--- config.mk ---
export PLATFORM = sky130hd
export DESIGN_NAME = task_dispatch_sched
export DESIGN_NICKNAME = d
export VERILOG_FILES = /design/src/rtl/task_dispatch_sched.sv
export SDC_FILE = /design/constraint.sdc
export NUM_CORES = 1
export LEC_CHECK = 0
export ABC_AREA = 1
export BUFFER_PORTS_ARGS = -buffer_cell sky130_fd_sc_hd__buf_2
export CAP_MARGIN = 15
export CORE_MARGIN = 2
export CORE_UTILIZATION = 55
export DETAILED_ROUTE_END_ITERATION = 10
export HOLD_SLACK_MARGIN = 0.1
export PLACE_DENSITY_LB_ADDON = 0.2
export SYNTH_ARGS = -nofsm -noshare
export SYNTH_HDL_FRONTEND = slang
export SYNTH_SLANG_ARGS = --single-unit
--- constraint.sdc ---
create_clock -name clk -period 4.74 [get_ports clk]
set_clock_uncertainty 0.1 [all_clocks]
set_input_delay 0.711 -clock clk [delete_from_list [all_inputs] [get_ports clk]]
set_output_delay 0.711 -clock clk [all_outputs]
set_load 0.01 [all_outputs]
--- src/rtl/task_dispatch_sched.sv ---
// Task sequencer: queues A/B task arrivals, dispatches them round-robin to idle machines,
// and counts execution ticks per machine, flagging arrivals lost to a full queue.
module task_dispatch_sched #(
  parameter int NMACH      = 2,
  parameter int QDEPTH     = 4,
  parameter int DUR_A      = 2,
  parameter int DUR_B      = 3,
  parameter int EXTRA      = 1,
  parameter int SEL_BIT    = 0,
  parameter int STATE_WRAP = 64,
  localparam int MW = (NMACH > 1) ? $clog2(NMACH) : 1,
  localparam int CW = $clog2(QDEPTH) + 1
) (
  input  logic             clk,
  input  logic             rst_n,
  input  logic             req_valid,
  input  logic             req_type,
  output logic             req_ready,
  input  logic             tick,
  output logic             disp_valid,
  output logic [MW-1:0]    disp_mach,
  output logic             disp_type,
  output logic [NMACH-1:0] mach_busy,
  output logic [NMACH-1:0] done,
  output logic [CW-1:0]    q_level,
  output logic             error
);

  localparam int PW   = $clog2(QDEPTH);
  localparam int DMAX = (DUR_A > DUR_B) ? DUR_A : DUR_B;
  localparam int RW   = $clog2(DMAX + EXTRA + 1);
  localparam int SW   = $clog2(STATE_WRAP + 1);

  logic          mem [QDEPTH];
  logic [PW-1:0] wr_ptr, rd_ptr;
  logic [CW-1:0] level_nxt;
  logic [MW-1:0] rr_ptr, pick_idx, rr_nxt;
  logic          pick_found;
  logic          push, pop, head_type;

  logic [RW-1:0] rem   [NMACH];
  logic [SW-1:0] state [NMACH];

  assign push      = req_valid && req_ready;
  assign pop       = (q_level != '0) && pick_found;
  assign head_type = mem[rd_ptr];

  // Round-robin search: first idle machine at or after rr_ptr, wrapping modulo NMACH.
  // NOTE: every combinational output gets a default first so no path leaves it unassigned,
  // which would otherwise infer a latch.
  always_comb begin
    pick_found = 1'b0;
    pick_idx   = '0;
    rr_nxt     = rr_ptr;
    for (int k = 0; k < NMACH; k++) begin
      for (int i = 0; i < NMACH; i++) begin
        if (!pick_found && (i == (int'(rr_ptr) + k) % NMACH) && !mach_busy[i]) begin
          pick_found = 1'b1;
          pick_idx   = MW'(i);
          rr_nxt     = MW'((i + 1) % NMACH);
        end
      end
    end
  end

  always_comb begin
    level_nxt = q_level;
    if (push && !pop)      level_nxt = q_level + CW'(1);
    else if (pop && !push) level_nxt = q_level - CW'(1);
  end

  // NOTE: the FIFO storage has no reset; occupancy and pointers alone define which entries
  // are valid, so clearing the array would only add reset fan-out.
  always_ff @(posedge clk) begin
    if (push) mem[wr_ptr] <= req_type;
  end

  // NOTE: all state registers use non-blocking assignment so every flop samples the
  // pre-edge values regardless of statement order.
  always_ff @(posedge clk or negedge rst_n) begin
    if (!rst_n) begin
      wr_ptr     <= '0;
      rd_ptr     <= '0;
      q_level    <= '0;
      req_ready  <= 1'b1;
      rr_ptr     <= '0;
      disp_valid <= 1'b0;
      disp_mach  <= '0;
      disp_type  <= 1'b0;
      error      <= 1'b0;
    end else begin
      if (push) wr_ptr <= wr_ptr + PW'(1);
      if (pop)  rd_ptr <= rd_ptr + PW'(1);
      q_level    <= level_nxt;
      req_ready  <= (level_nxt != CW'(QDEPTH));
      disp_valid <= pop;
      if (pop) begin
        disp_mach <= pick_idx;
        disp_type <= head_type;
        rr_ptr    <= rr_nxt;
      end
      if (req_valid && !req_ready) error <= 1'b1;
    end
  end

  // Busy machines consume ticks; an idle machine can only be loaded by a dispatch, so the
  // two never act on the same machine in one cycle.
  always_ff @(posedge clk or negedge rst_n) begin
    if (!rst_n) begin
      mach_busy <= '0;
      done      <= '0;
      for (int i = 0; i < NMACH; i++) begin
        rem[i]   <= '0;
        state[i] <= '0;
      end
    end else begin
      for (int i = 0; i < NMACH; i++) begin
        done[i] <= 1'b0;
        if (mach_busy[i]) begin
          if (tick) begin
            rem[i]   <= rem[i] - RW'(1);
            state[i] <= (state[i] == SW'(STATE_WRAP)) ? '0 : state[i] + SW'(1);
            if (rem[i] == RW'(1)) begin
              mach_busy[i] <= 1'b0;
              done[i]      <= 1'b1;
            end
          end
        end else if (pop && (pick_idx == MW'(i))) begin
          mach_busy[i] <= 1'b1;
          rem[i]       <= (head_type ? RW'(DUR_B) : RW'(DUR_A)) +
                          (state[i][SEL_BIT] ? RW'(EXTRA) : '0);
        end
      end
    end
  end

endmodule

==> reports/results.ini <==
[cells_and_area]
antenna_cells = 0
multi_input_area_um2 = 891
drive_above_1_share_pct = 12.5
areaGrowthSynthToFinish_pct = 10.7
most-common-layout-cells = nand2_1, inv_1, dfrtp_1
final_area_um2 = 2310
fin_nets = 284
stdcell_count = 311
layout_commonest_cell = nand2_1
fillers = 326
seqCellArea_um2 = 1050
post-route-util_pct = 63.1

[setup_path]
cp_cell_sequence = buf_2
cp-end-kind = output pin
crit_buf_inv = 1
crit_path_start_kind = flop
cp_slowest_cell = dfstp_2
crit_family = flip-flops
crit_fanout = 3
max_stage_delay_ns = 0.55
critPathRequiredTime_ns = 3.93
cp_data_arrival_time_ns = 0.97
worstSetupPathType = flop to output pin

[clock_tree]
htreeDepth = 2
cts_buffer_depth = 2
clock_latency_ns = 0.30
clkSinkCount = 41
postCtsHoldBufs = 0
cts-root-buf = clkbuf_8
post_cts_resized = 0
cts_setup_buffers = 0
path_clk_slew_ns = 0.08
cts_tree = yes
cts_made_buffers = 5

[synthesis]
syn_area_um2 = 2090
synth_top_area_share_pct = 43.2
synth.avg_cell_area_um2 = 8.73
yosys.area.top_type = dfrtp_1
synthCells = 239
syn_nets = 261
ys_warn_count = 0
synth.yosys.seq_area_share_pct = 50.2
synth_top_cells_by_area = dfrtp_1, ha_1, nand2_1
ys_seq_elements = 41
synthDistinctLibCells = 21

[placement]
hpwl_mm = 2.64
portBuffers = 16
dp.cells = 303
place_area_um2 = 2230
gp_congestion = 0.780

[outcome]
outcome = finished, final reports clean

[global_route]
grt_max_degree = 38
grt_overflow = 0
grt_usage_pct = 19.6
grt_pass1_vias = 1533
grt_pass1_wl_mm = 6.38
antenna_found_initial = 0

[detailed_routing]
vias = 1562
drc_errors = 0
avgViaCountPerCell = 5.02
routedWlPerCell_um = 11.3
routed_wl_mm = 3.52
firstDrtPassIters = 4
ant_nets = 0
drtIter0Drc = 79

[sta]
fin_crit_sh_pct = 37.5
setup_violations = 0
rsz0062_at_grt = no
period_needed_ns = 1.78
worst_pin_slew_ns = 0.832
fin_setup_tns_ns = 0
max_freq_ghz = 0.562
max_slew_margin_pct = 44.6
finalHoldViolCount = 0
final_max_slew_viol_count = 0

[die]
core_area_um2 = 3660
start_util_pct = 57.0
num_io_pins = 17
row_count = 22
die_width_um = 65.6
die_y_um = 65.6
die-area_um2 = 4300

[power]
p_sw_share_pct = 42.4
power.leakage_nw = 1.21
p_total_mw = 1.48
clkPwrFrac_pct = 14.9
ir_worst_vdd_v = 0.000328
seq_power_share_pct = 42.7
power_frac_comb_pct = 42.4
power.switching_mw = 0.627
powerDensity_nw_per_um2 = 640
power.internal_mw = 0.852

[hold_path]
min_path_type = flop to flop

[flow_run]
maxCapViolations = 0

-- final timing paths --
check	start	end	slack (ns)	depth (start not counted)
worst min-delay path	rem[2]$_DFFE_PN0P_	done[1]$_DFF_PN0_	0.37	1
max in group asynchronous	rst_n	state[3]$_DFFE_PN0P_	3.61	1
worst min register to register	rem[2]$_DFFE_PN0P_	done[1]$_DFF_PN0_	0.37	1
worst max-delay path	req_ready$_DFF_PN1_	req_ready	2.96	1
min in group asynchronous	rst_n	rem[2]$_DFFE_PN0P_	0.41	1
worst max register to register	rd_ptr[0]$_DFFE_PN0P_	rem[3]$_DFFE_PN0P_	3.05	8
-- worst register-to-register path, delay by kind of cell, from the launching register on --
| family | cells | cell delay [ns] |
|---|---|---|
| AO/OA/AOI/OAI | 3 | 0.48 |
| adder cells (fa/ha/maj) | 1 | 0.29 |
| AND/OR/NAND/NOR | 3 | 0.18 |
| buffers and inverters | 1 | 0.10 |
| flip-flops | 1 | 0.41 |
-- flip-flops by register name, summed over array words and instances, names as in the netlist --
register    cells
disp_mach       1
disp_type       1
disp_valid      1
done            2
error           1
mach_busy       2
mem             4
q_level         3
rd_ptr          2
rem             6
req_ready       1
rr_ptr          1
state          14
wr_ptr          2
-- kinds of logic after synthesis --
| logic type | after synthesis | share of synthesized area, % |
|---|---|---|
| compound gates | 31 | 7.98 |
| simple gates | 104 | 21.6 |
| fa+ha+maj | 17 | 10.2 |
| buf+inv | 39 | 7.08 |
| xor+xnor | 7 | 2.94 |
| flops | 41 | 50.2 |
-- synth_stat cells --
| library cell | number |
|---|---|
| a21oi_1 | 7 |
| a32oi_1 | 1 |
| clkinv_2 | 1 |
| dfrtp_1 | 36 |
| dfstp_2 | 1 |
| edfxtp_1 | 4 |
| ha_1 | 17 |
| inv_1 | 38 |
| nand2_1 | 51 |
| nand2_2 | 4 |
| nand3_1 | 14 |
| nand4_1 | 5 |
| nor2_1 | 24 |
| nor3_1 | 2 |
| nor3_2 | 2 |
| o211ai_1 | 2 |
| o21ai_0 | 20 |
| o21bai_1 | 1 |
| or2_2 | 2 |
| xnor2_1 | 2 |
| xor2_1 | 5 |
-- metrics by stage --
stage	setup WS, ns	hold slack (ns)
2_1_floorplan	3.21	0.315
3_3_place_gp	2.98	0.348
3_5_place_dp	2.93	0.358
4_1_cts	2.95	0.372
5_1_grt	2.90	0.393
6_report	2.96	0.371
-- layout make-up --
| type | instances | area share (%) |
|---|---|---|
| Clock buffer | 6 | 3.14 |
| Inverter | 39 | 6.40 |
| Clock inverter | 2 | 0.434 |
| Tap cell | 48 | 2.60 |
| Timing Repair Buffer | 16 | 3.47 |
| Sequential cell | 41 | 45.4 |
| Multi-Input combinational cell | 159 | 38.6 |
-- power groups by stage --
stage                     combinational (mW)  clock, mW  sequential, mW
after floorplan                        0.459          0           0.633
final                                  0.627      0.220           0.631
after global routing                   0.738      0.240           0.654
after global placement                 0.605          0           0.635
after CTS                              0.634      0.226           0.633
after detailed placement               0.633          0           0.638
-- routing by layer --
layer | routed length, um | track usage [%] | vias up
li1 | - | - | 807
met1 | 1730 | 23.4 | 724
met2 | 1600 | 33.0 | 22
met3 | 111 | 4.11 | 9
met4 | 81 | 10.4 | 0
met5 | 0 | 0 | -
(Power assumes the default switching activity.)
